## config.mk

```make
export PLATFORM = sky130hd
export DESIGN_NAME = scr1_ahb_mem_arb
export DESIGN_NICKNAME = d
export VERILOG_FILES = /design/src/rtl/scr1_ahb_mem_arb.sv
export SDC_FILE = /design/constraint.sdc
export NUM_CORES = 1
export LEC_CHECK = 0
export CAP_MARGIN = 20
export CORE_ASPECT_RATIO = 1.1
export CORE_MARGIN = 5
export CORE_UTILIZATION = 35
export CTS_BUF_LIST = sky130_fd_sc_hd__clkbuf_4
export DETAILED_ROUTE_END_ITERATION = 8
export PLACE_DENSITY = 0.83
export SETUP_SLACK_MARGIN = 0.3
export SKIP_CTS_REPAIR_TIMING = 1
export SLEW_MARGIN = 20
export SYNTH_ARGS = -nofsm -noshare
export SYNTH_HDL_FRONTEND = slang
export SYNTH_SLANG_ARGS = --single-unit
```

## constraint.sdc

```tcl
create_clock -name clk -period 2.5 [get_ports clk]
set_input_delay 0.375 -clock clk [delete_from_list [all_inputs] [get_ports clk]]
set_output_delay 0.375 -clock clk [all_outputs]
set_load 0.005 [all_outputs]
```

## src/rtl/scr1_ahb_mem_arb.sv

```systemverilog
// Arbiter for the imem and dmem AHB-Lite masters sharing one slave port. Addresses that lose arbitration are captured and replayed.
// Optional macro SCR1_AHB_ARB_RR_EN: round-robin ties. Default build: dmem priority with an imem starvation guard.
module scr1_ahb_mem_arb #(
    parameter int SCR1_AHB_WIDTH = 32,
    parameter int STARVE_LIMIT   = 4
) (
    input  logic                      clk,
    input  logic                      rst_n,
    input  logic [1:0]                imem_htrans,
    input  logic [SCR1_AHB_WIDTH-1:0] imem_haddr,
    input  logic [2:0]                imem_hsize,
    output logic                      imem_hready,
    output logic [SCR1_AHB_WIDTH-1:0] imem_hrdata,
    output logic                      imem_hresp,
    input  logic [1:0]                dmem_htrans,
    input  logic [SCR1_AHB_WIDTH-1:0] dmem_haddr,
    input  logic [2:0]                dmem_hsize,
    input  logic                      dmem_hwrite,
    input  logic [SCR1_AHB_WIDTH-1:0] dmem_hwdata,
    output logic                      dmem_hready,
    output logic [SCR1_AHB_WIDTH-1:0] dmem_hrdata,
    output logic                      dmem_hresp,
    output logic [1:0]                s_htrans,
    output logic [SCR1_AHB_WIDTH-1:0] s_haddr,
    output logic [2:0]                s_hsize,
    output logic                      s_hwrite,
    output logic [SCR1_AHB_WIDTH-1:0] s_hwdata,
    input  logic                      s_hready,
    input  logic [SCR1_AHB_WIDTH-1:0] s_hrdata,
    input  logic                      s_hresp
);

    typedef enum logic [1:0] {
        DPH_NONE = 2'd0,
        DPH_IMEM = 2'd1,
        DPH_DMEM = 2'd2
    } dph_t;

    localparam logic [1:0] HTRANS_IDLE   = 2'b00;
    localparam logic [1:0] HTRANS_NONSEQ = 2'b10;

    dph_t                      r_dph;
    logic                      r_pend_imem;
    logic                      r_pend_dmem;
    logic [SCR1_AHB_WIDTH-1:0] r_imem_haddr;
    logic [2:0]                r_imem_hsize;
    logic [SCR1_AHB_WIDTH-1:0] r_dmem_haddr;
    logic [2:0]                r_dmem_hsize;
    logic                      r_dmem_hwrite;
`ifdef SCR1_AHB_ARB_RR_EN
    logic                      r_last_imem;
`else
    localparam logic [3:0]     STARVE_MAX = 4'(STARVE_LIMIT);
    logic [3:0]                r_starve_cnt;
`endif

    logic w_ilive;
    logic w_dlive;
    logic w_ireq;
    logic w_dreq;
    logic w_slot;
    logic w_imem_wins;
    logic w_gnt_imem;
    logic w_gnt_dmem;
    logic w_cap_imem;
    logic w_cap_dmem;
    logic w_sel_imem;
    logic w_sel_req;

    // Live requests are masked while reset is held so the outputs show their reset values.
    assign w_ilive = rst_n & imem_htrans[1];
    assign w_dlive = rst_n & dmem_htrans[1];
    assign w_ireq  = r_pend_imem | (w_ilive & ~r_pend_imem);
    assign w_dreq  = r_pend_dmem | (w_dlive & ~r_pend_dmem);
    assign w_slot  = (r_dph == DPH_NONE) | s_hready;

`ifdef SCR1_AHB_ARB_RR_EN
    assign w_imem_wins = w_ireq & (~w_dreq | ~r_last_imem);
`else
    assign w_imem_wins = w_ireq & (~w_dreq | (r_starve_cnt >= STARVE_MAX));
`endif

    assign w_gnt_imem = w_slot & w_imem_wins;
    assign w_gnt_dmem = w_slot & w_dreq & ~w_imem_wins;

    // The data-phase owner believes its next address was accepted. If it loses, hold that address for replay.
    assign w_cap_imem = (r_dph == DPH_IMEM) & s_hready & ~s_hresp & w_ilive & w_gnt_dmem;
    assign w_cap_dmem = (r_dph == DPH_DMEM) & s_hready & ~s_hresp & w_dlive & w_gnt_imem;

    // Outside a slot the bus stays connected to the master that owns the data phase.
    assign w_sel_imem = w_slot ? w_imem_wins : (r_dph == DPH_IMEM);
    assign w_sel_req  = w_slot ? (w_ireq | w_dreq) : (w_sel_imem ? w_ilive : w_dlive);

    assign s_htrans = w_sel_req ? HTRANS_NONSEQ : HTRANS_IDLE;
    assign s_haddr  = w_sel_imem ? (r_pend_imem ? r_imem_haddr : imem_haddr)
                                 : (r_pend_dmem ? r_dmem_haddr : dmem_haddr);
    assign s_hsize  = w_sel_imem ? (r_pend_imem ? r_imem_hsize : imem_hsize)
                                 : (r_pend_dmem ? r_dmem_hsize : dmem_hsize);
    assign s_hwrite = ~w_sel_imem & (r_pend_dmem ? r_dmem_hwrite : dmem_hwrite);
    assign s_hwdata = (r_dph == DPH_DMEM) ? dmem_hwdata : '0;

    assign imem_hrdata = s_hrdata;
    assign dmem_hrdata = s_hrdata;
    assign imem_hresp  = (r_dph == DPH_IMEM) & s_hresp;
    assign dmem_hresp  = (r_dph == DPH_DMEM) & s_hresp;

    always_comb begin
        if (r_dph == DPH_IMEM)  imem_hready = s_hready;
        else if (r_pend_imem)   imem_hready = 1'b0;
        else if (!w_ilive)      imem_hready = 1'b1;
        else                    imem_hready = w_gnt_imem;

        if (r_dph == DPH_DMEM)  dmem_hready = s_hready;
        else if (r_pend_dmem)   dmem_hready = 1'b0;
        else if (!w_dlive)      dmem_hready = 1'b1;
        else                    dmem_hready = w_gnt_dmem;
    end

    always_ff @(posedge clk or negedge rst_n) begin
        if (!rst_n) begin
            r_dph         <= DPH_NONE;
            r_pend_imem   <= 1'b0;
            r_pend_dmem   <= 1'b0;
            r_imem_haddr  <= '0;
            r_imem_hsize  <= '0;
            r_dmem_haddr  <= '0;
            r_dmem_hsize  <= '0;
            r_dmem_hwrite <= 1'b0;
`ifdef SCR1_AHB_ARB_RR_EN
            r_last_imem   <= 1'b0;
`else
            r_starve_cnt  <= '0;
`endif
        end else begin
            if (w_slot) begin
                if (w_gnt_imem)      r_dph <= DPH_IMEM;
                else if (w_gnt_dmem) r_dph <= DPH_DMEM;
                else                 r_dph <= DPH_NONE;
            end

            if (w_gnt_imem)      r_pend_imem <= 1'b0;
            else if (w_cap_imem) r_pend_imem <= 1'b1;
            if (w_gnt_dmem)      r_pend_dmem <= 1'b0;
            else if (w_cap_dmem) r_pend_dmem <= 1'b1;

            if (w_cap_imem) begin
                r_imem_haddr <= imem_haddr;
                r_imem_hsize <= imem_hsize;
            end
            if (w_cap_dmem) begin
                r_dmem_haddr  <= dmem_haddr;
                r_dmem_hsize  <= dmem_hsize;
                r_dmem_hwrite <= dmem_hwrite;
            end

`ifdef SCR1_AHB_ARB_RR_EN
            if (w_gnt_imem)      r_last_imem <= 1'b1;
            else if (w_gnt_dmem) r_last_imem <= 1'b0;
`else
            if (w_gnt_imem)
                r_starve_cnt <= '0;
            else if (w_gnt_dmem && w_ireq && (r_starve_cnt != 4'hF))
                r_starve_cnt <= r_starve_cnt + 4'd1;
`endif
        end
    end

endmodule

```

==> impl_metrics.ini, run 1 <==
[run_status]
status = complete, but fails checks
violations = setup timing

[worst_setup_path]
crit_buf_inv = 5
path_class = input pin to output port
cp_slowest_cell = clkdlybuf4s50_1
arrival_ps = 2140
cp.required_ps = 2120
critPathTopFamily = buffers and inverters
worst_path_largest_cell_delay_ps = 480
path_cells = clkdlybuf4s50_1, a21oi_4, o21ai_2, buf_4, a21oi_4, buf_12, buf_4, mux2i_1, dlymetal6s2s_1
path_max_fanout = 6
start_kind = input pin
setup.worst_path.end_class = output port

[die]
fp-row-count = 47
die-area_sq_um = 17700
initial_core_util = 0.354
die_width_um = 127
ios = 281
core_area_sq_um = 14900
die_h_um = 139

[job]
max-cap-violations = 0

[detailed_routing]
drcViolationCount = 0
drt-pass1-iter-count = 4
drt-vias-per-instance = 4.94
ant_nets = 0
drt_iter0_markers = 125
detail_route.wl_per_cell_um = 19.9
wirelength_mm = 15.4
dr_total_vias = 3826

[finish]
areaGrowthSynthToFinish_pct = 38.0
multiInputGateArea_sq_um = 2770
drive_gt1_frac = 0.370
fin_util = 0.489
fillCellCount = 1322
fin_nets = 717
regArea_sq_um = 1980

[clocking]
clock_latency_ps = 450
htreeDepth = 3
cts_sinks = 79
path_clk_slew_ps = 130
root_buffer = clkbuf_4
clockBufferDepth = 2
cts_tree = done
cts_made_buffers = 9

[logic_synthesis]
synth_top_area_cell = dfrtp_1
ys_seq_elements = 79
synth_area_sq_um = 5290
dominantRegCellSynth = dfrtp_1
async_flop_share = 1.00
syn_area_per_cell_sq_um = 12.2
synth_cells = 435
synth_nets = 579
yosys_warnings = 0
synth_commonest_cells = mux2i_1, dfrtp_1, buf_4
synth_edf_count = 0
synthTopCellsByArea = dfrtp_1, mux2i_1, mux2_4
synth_top_area_share = 0.374
seq_area_frac_synth = 0.374
post-synth-top-count-cell = mux2i_1
yosysUniqueCellTypes = 35

[pwr]
power_density_nw_per_um2 = 497
power.total_w = 0.00363
ir_drop_v = 0.000280
leakage_nw = 3.65

[global_route]
grt_pass1_wl_mm = 22.4
grt_max_degree = 80
first_global_vias = 4224
antenna_found_initial = 1
grt-ovfl-total = 0
grt_usage = 0.159

[sta]
setup_viol = 4
slew_viol_final = 0
rsz0062_at_grt = yes
fin_worst_skew_ps = 19.2
worst_slack_ps = -19.7
timing.final.crit_share = 1.01
finalHoldViolCount = 0
fmax_mhz = 397
min_period_ps = 2520
fin_setup_tns_ps = -43.2
relSlewSlack = 0.492
worst_pin_slew_ps = 762

[placement]
gp_congestion = 0.863
io_buffers = 181
hpwl_mm = 10.6
dp_slack_ps = -375

[worst_hold_path]
hp-class = input pin to asynchronous set/reset pin
==> cell usage in the layout (no fill, tap or decap), types with 2 or more instances in the layout <==
cell / synthesis / final
mux2i_1: 106 / 100
dlymetal6s2s_1: 0 / 24
buf_12: 0 / 8
nand4_4: 2 / 2
clkbuf_2: 0 / 14
clkbuf_16: 0 / 3
nor2b_4: 0 / 2
buf_2: 6 / 27
dfrtp_1: 79 / 75
and2_1: 35 / 22
clkbuf_4: 0 / 10
clkinvlp_4: 0 / 3
dfrtp_2: 0 / 4
a21oi_4: 0 / 2
a21oi_1: 6 / 3
nand2_1: 7 / 7
mux2_2: 14 / 14
mux2_4: 58 / 58
buf_4: 69 / 20
a31oi_1: 2 / 2
a21oi_2: 1 / 2
inv_1: 2 / 2
and2_4: 0 / 13
buf_6: 6 / 15
clkdlybuf4s50_1: 0 / 107
mux2i_2: 0 / 5
nor2_1: 7 / 7
==> final timing paths <==
kind                            slack (ps)  depth (start not counted)               end            start
min in group clk                       500                          1   r_starve_cnt[3]  r_starve_cnt[3]
max in group asynchronous             1680                          3       r_pend_imem            rst_n
worst max-delay path                   -20                          9       s_haddr[30]   dmem_htrans[1]
worst min register to register         500                          1   r_starve_cnt[3]  r_starve_cnt[3]
worst max register to register         360                          7  r_imem_haddr[15]         r_dph[1]
worst min-delay path                   280                          3   r_dmem_hsize[0]            rst_n
==> logic make-up after synthesis <==
kind of cell,count (synthesis),synth area share
other,1,0.000709
AOI/OAI and AO/OA,23,0.0334
muxes,178,0.395
and+or+nand+nor,59,0.0689
adders and majority gates,1,0.00237
DFF,79,0.374
buffers and inverters,94,0.126
==> sequential cells by signal, summed over array words and instances (netlist names), 2 cells and up <==
register      count
r_imem_hsize      3
r_dmem_haddr     32
r_imem_haddr     32
r_dmem_hsize      3
r_dph             2
r_starve_cnt      4
==> metal layers <==
layer  GRT usage  share of wire
met5           0              0
met4      0.0599          0.022
met3      0.0474          0.057
met2       0.281           0.52
met1       0.180           0.40
==> through the flow <==
step	hold slack (ps)	std cells	cell area [sq um]
floorplan	79.4	435	5290
global placement	468	744	6970
detailed placement	472	744	6970
CTS	387	760	7100
global route	309	775	7300
finish	281	775	7300
==> layout make-up <==
| class | count | area share |
|---|---|---|
| diodes | 1 | 0.000343 |
| clock inverters | 6 | 0.00840 |
| repair buffers | 219 | 0.296 |
| well taps | 196 | 0.0336 |
| clock buffers | 10 | 0.0103 |
| inverters | 2 | 0.00103 |
| multi-input cells | 262 | 0.379 |
| flip-flops and latches | 79 | 0.272 |
==> worst min-delay path: cells and delay by family <==
kind	cells	cell delay [ps]
buffers and inverters	3	860
==> where the power goes <==
part           leakage [nW]  switching, W  internal, W
sequential             1.08     0.0000968      0.00143
clock                0.0661      0.000469     0.000311
combinational          2.50      0.000503     0.000821
(Power assumes the default switching activity.)
==> inputs of run 2 (changes only) <==
CORE_UTILIZATION = 40   (was 35)
PLACE_DENSITY = 0.92   (was 0.83)
==> impl_metrics.ini, run 2 (synthesis gave the netlist of run 1 again) <==
[run_status]
status = complete, no violations

[global_route]
grt_usage = 0.204
first_global_vias = 4182
grt-ovfl-total = 0
antenna_found_initial = 0
grt_max_degree = 80
grt_pass1_wl_mm = 24.3

[die]
die_h_um = 131
initial_core_util = 0.404
core_area_sq_um = 13100
ios = 281
die-area_sq_um = 15600
fp-row-count = 44
die_width_um = 120

[worst_setup_path]
arrival_ps = 2020
worst_path_largest_cell_delay_ps = 460
path_class = input pin to output port
critPathTopFamily = buffers and inverters
cp_slowest_cell = clkdlybuf4s50_1
cp.required_ps = 2120
setup.worst_path.end_class = output port
path_cells = clkdlybuf4s50_1, a21oi_4, o21ai_4, a21oi_4, buf_12, buf_12, mux2i_4, clkbuf_2
start_kind = input pin
reg2reg_setup_slack_ps = 520
path_max_fanout = 8
crit_buf_inv = 4

[pwr]
power_density_nw_per_um2 = 499
power.total_w = 0.00368
leakage_nw = 3.81
ir_drop_v = 0.000312

[sta]
worst_pin_slew_ps = 753
rsz0062_at_grt = yes
fin_worst_skew_ps = 16.0
finalHoldViolCount = 0
setup_viol = 0
worst_slack_ps = 102
fmax_mhz = 417
min_period_ps = 2400
timing.final.crit_share = 0.959
relSlewSlack = 0.498
hold_ws_ps = 131
slew_viol_final = 0

[clocking]
clock_latency_ps = 440
cts_tree = done
cts_sinks = 79
clockBufferDepth = 2
root_buffer = clkbuf_4
htreeDepth = 3
path_clk_slew_ps = 120
cts_made_buffers = 9

[detailed_routing]
drt-vias-per-instance = 5.27
drt-pass1-iter-count = 4
dr_total_vias = 3888
wirelength_mm = 17.0
detail_route.wl_per_cell_um = 23.1
drcViolationCount = 0
ant_nets = 0
drt_iter0_markers = 165

[finish]
drive_gt1_frac = 0.362
antenna_cells = 0
layout_commonest_cell = clkdlybuf4s50_1
final_cell_area_sq_um = 7370
areaGrowthSynthToFinish_pct = 39.4
instances_no_fill = 738
final_cell_mix = clkdlybuf4s50_1, mux2i_1, dfrtp_1
fin_nets = 717
top_regs = r_dmem_haddr: 32 flops, r_imem_haddr: 32 flops, r_starve_cnt: 4 flops

[placement]
dpl_cell_area_sq_um = 6870
io_buffers = 181
place_inst = 705
dp_slack_ps = -463
hpwl_mm = 11.9
gp_congestion = 0.897

[worst_hold_path]
hp-class = input pin to asynchronous set/reset pin

[job]
max-cap-violations = 0
## run 2: cell type report
type,instances,area (sq um)
Fill cell,1069,5730
Multi-Input combinational cell,262,2860
Timing Repair Buffer,219,2190
Sequential cell,79,1980
Tap cell,161,201
Clock buffer,11,82.6
Clock inverter,4,47.5
Inverter,2,7.51
## run 2: worst reg2reg max path, delay by kind of cell (launching register included)
| family | cells | cell delay (ps) |
|---|---|---|
| simple gates | 1 | 150 |
| mux | 1 | 350 |
| flops | 1 | 450 |
| compound gates | 2 | 520 |
| buf+inv | 2 | 400 |
## run 2: worst paths after layout
| path | start | end | depth (start not counted) |
|---|---|---|---|
| worst max-delay path | dmem_htrans[1] | s_haddr[0] | 8 |
| worst min register to register | r_starve_cnt[3] | r_starve_cnt[3] | 1 |
| min in group clk | r_starve_cnt[3] | r_starve_cnt[3] | 1 |
| worst max register to register | r_pend_imem | r_imem_haddr[12] | 6 |
| max in group asynchronous | rst_n | r_imem_haddr[3] | 2 |
| worst min-delay path | rst_n | r_dmem_hwrite | 2 |
## run 2: power by group
part | total [W] | leakage [nW] | internal, W | switching, W
Sequential | 0.00152 | 1.08 | 0.00143 | 0.0000971
Clock | 0.000762 | 0.0727 | 0.000319 | 0.000443
Combinational | 0.00140 | 2.66 | 0.000865 | 0.000531
## run 2: through the flow
stage	utilization	TNS, ps
global route	0.563	-1.30
CTS	0.534	-15560
global placement	0.524	-10670
floorplan	-	0
detailed placement	0.524	-10870
finish	0.563	0
## run 2: per-layer routing
| metal | GRT usage | vias up | wire, um |
|---|---|---|---|
| met5 | 0 | - | 0 |
| met4 | 0.0802 | 0 | 540 |
| met3 | 0.0809 | 46 | 1450 |
| met2 | 0.360 | 192 | 8650 |
| met1 | 0.221 | 1928 | 6400 |
| li1 | - | 1722 | - |
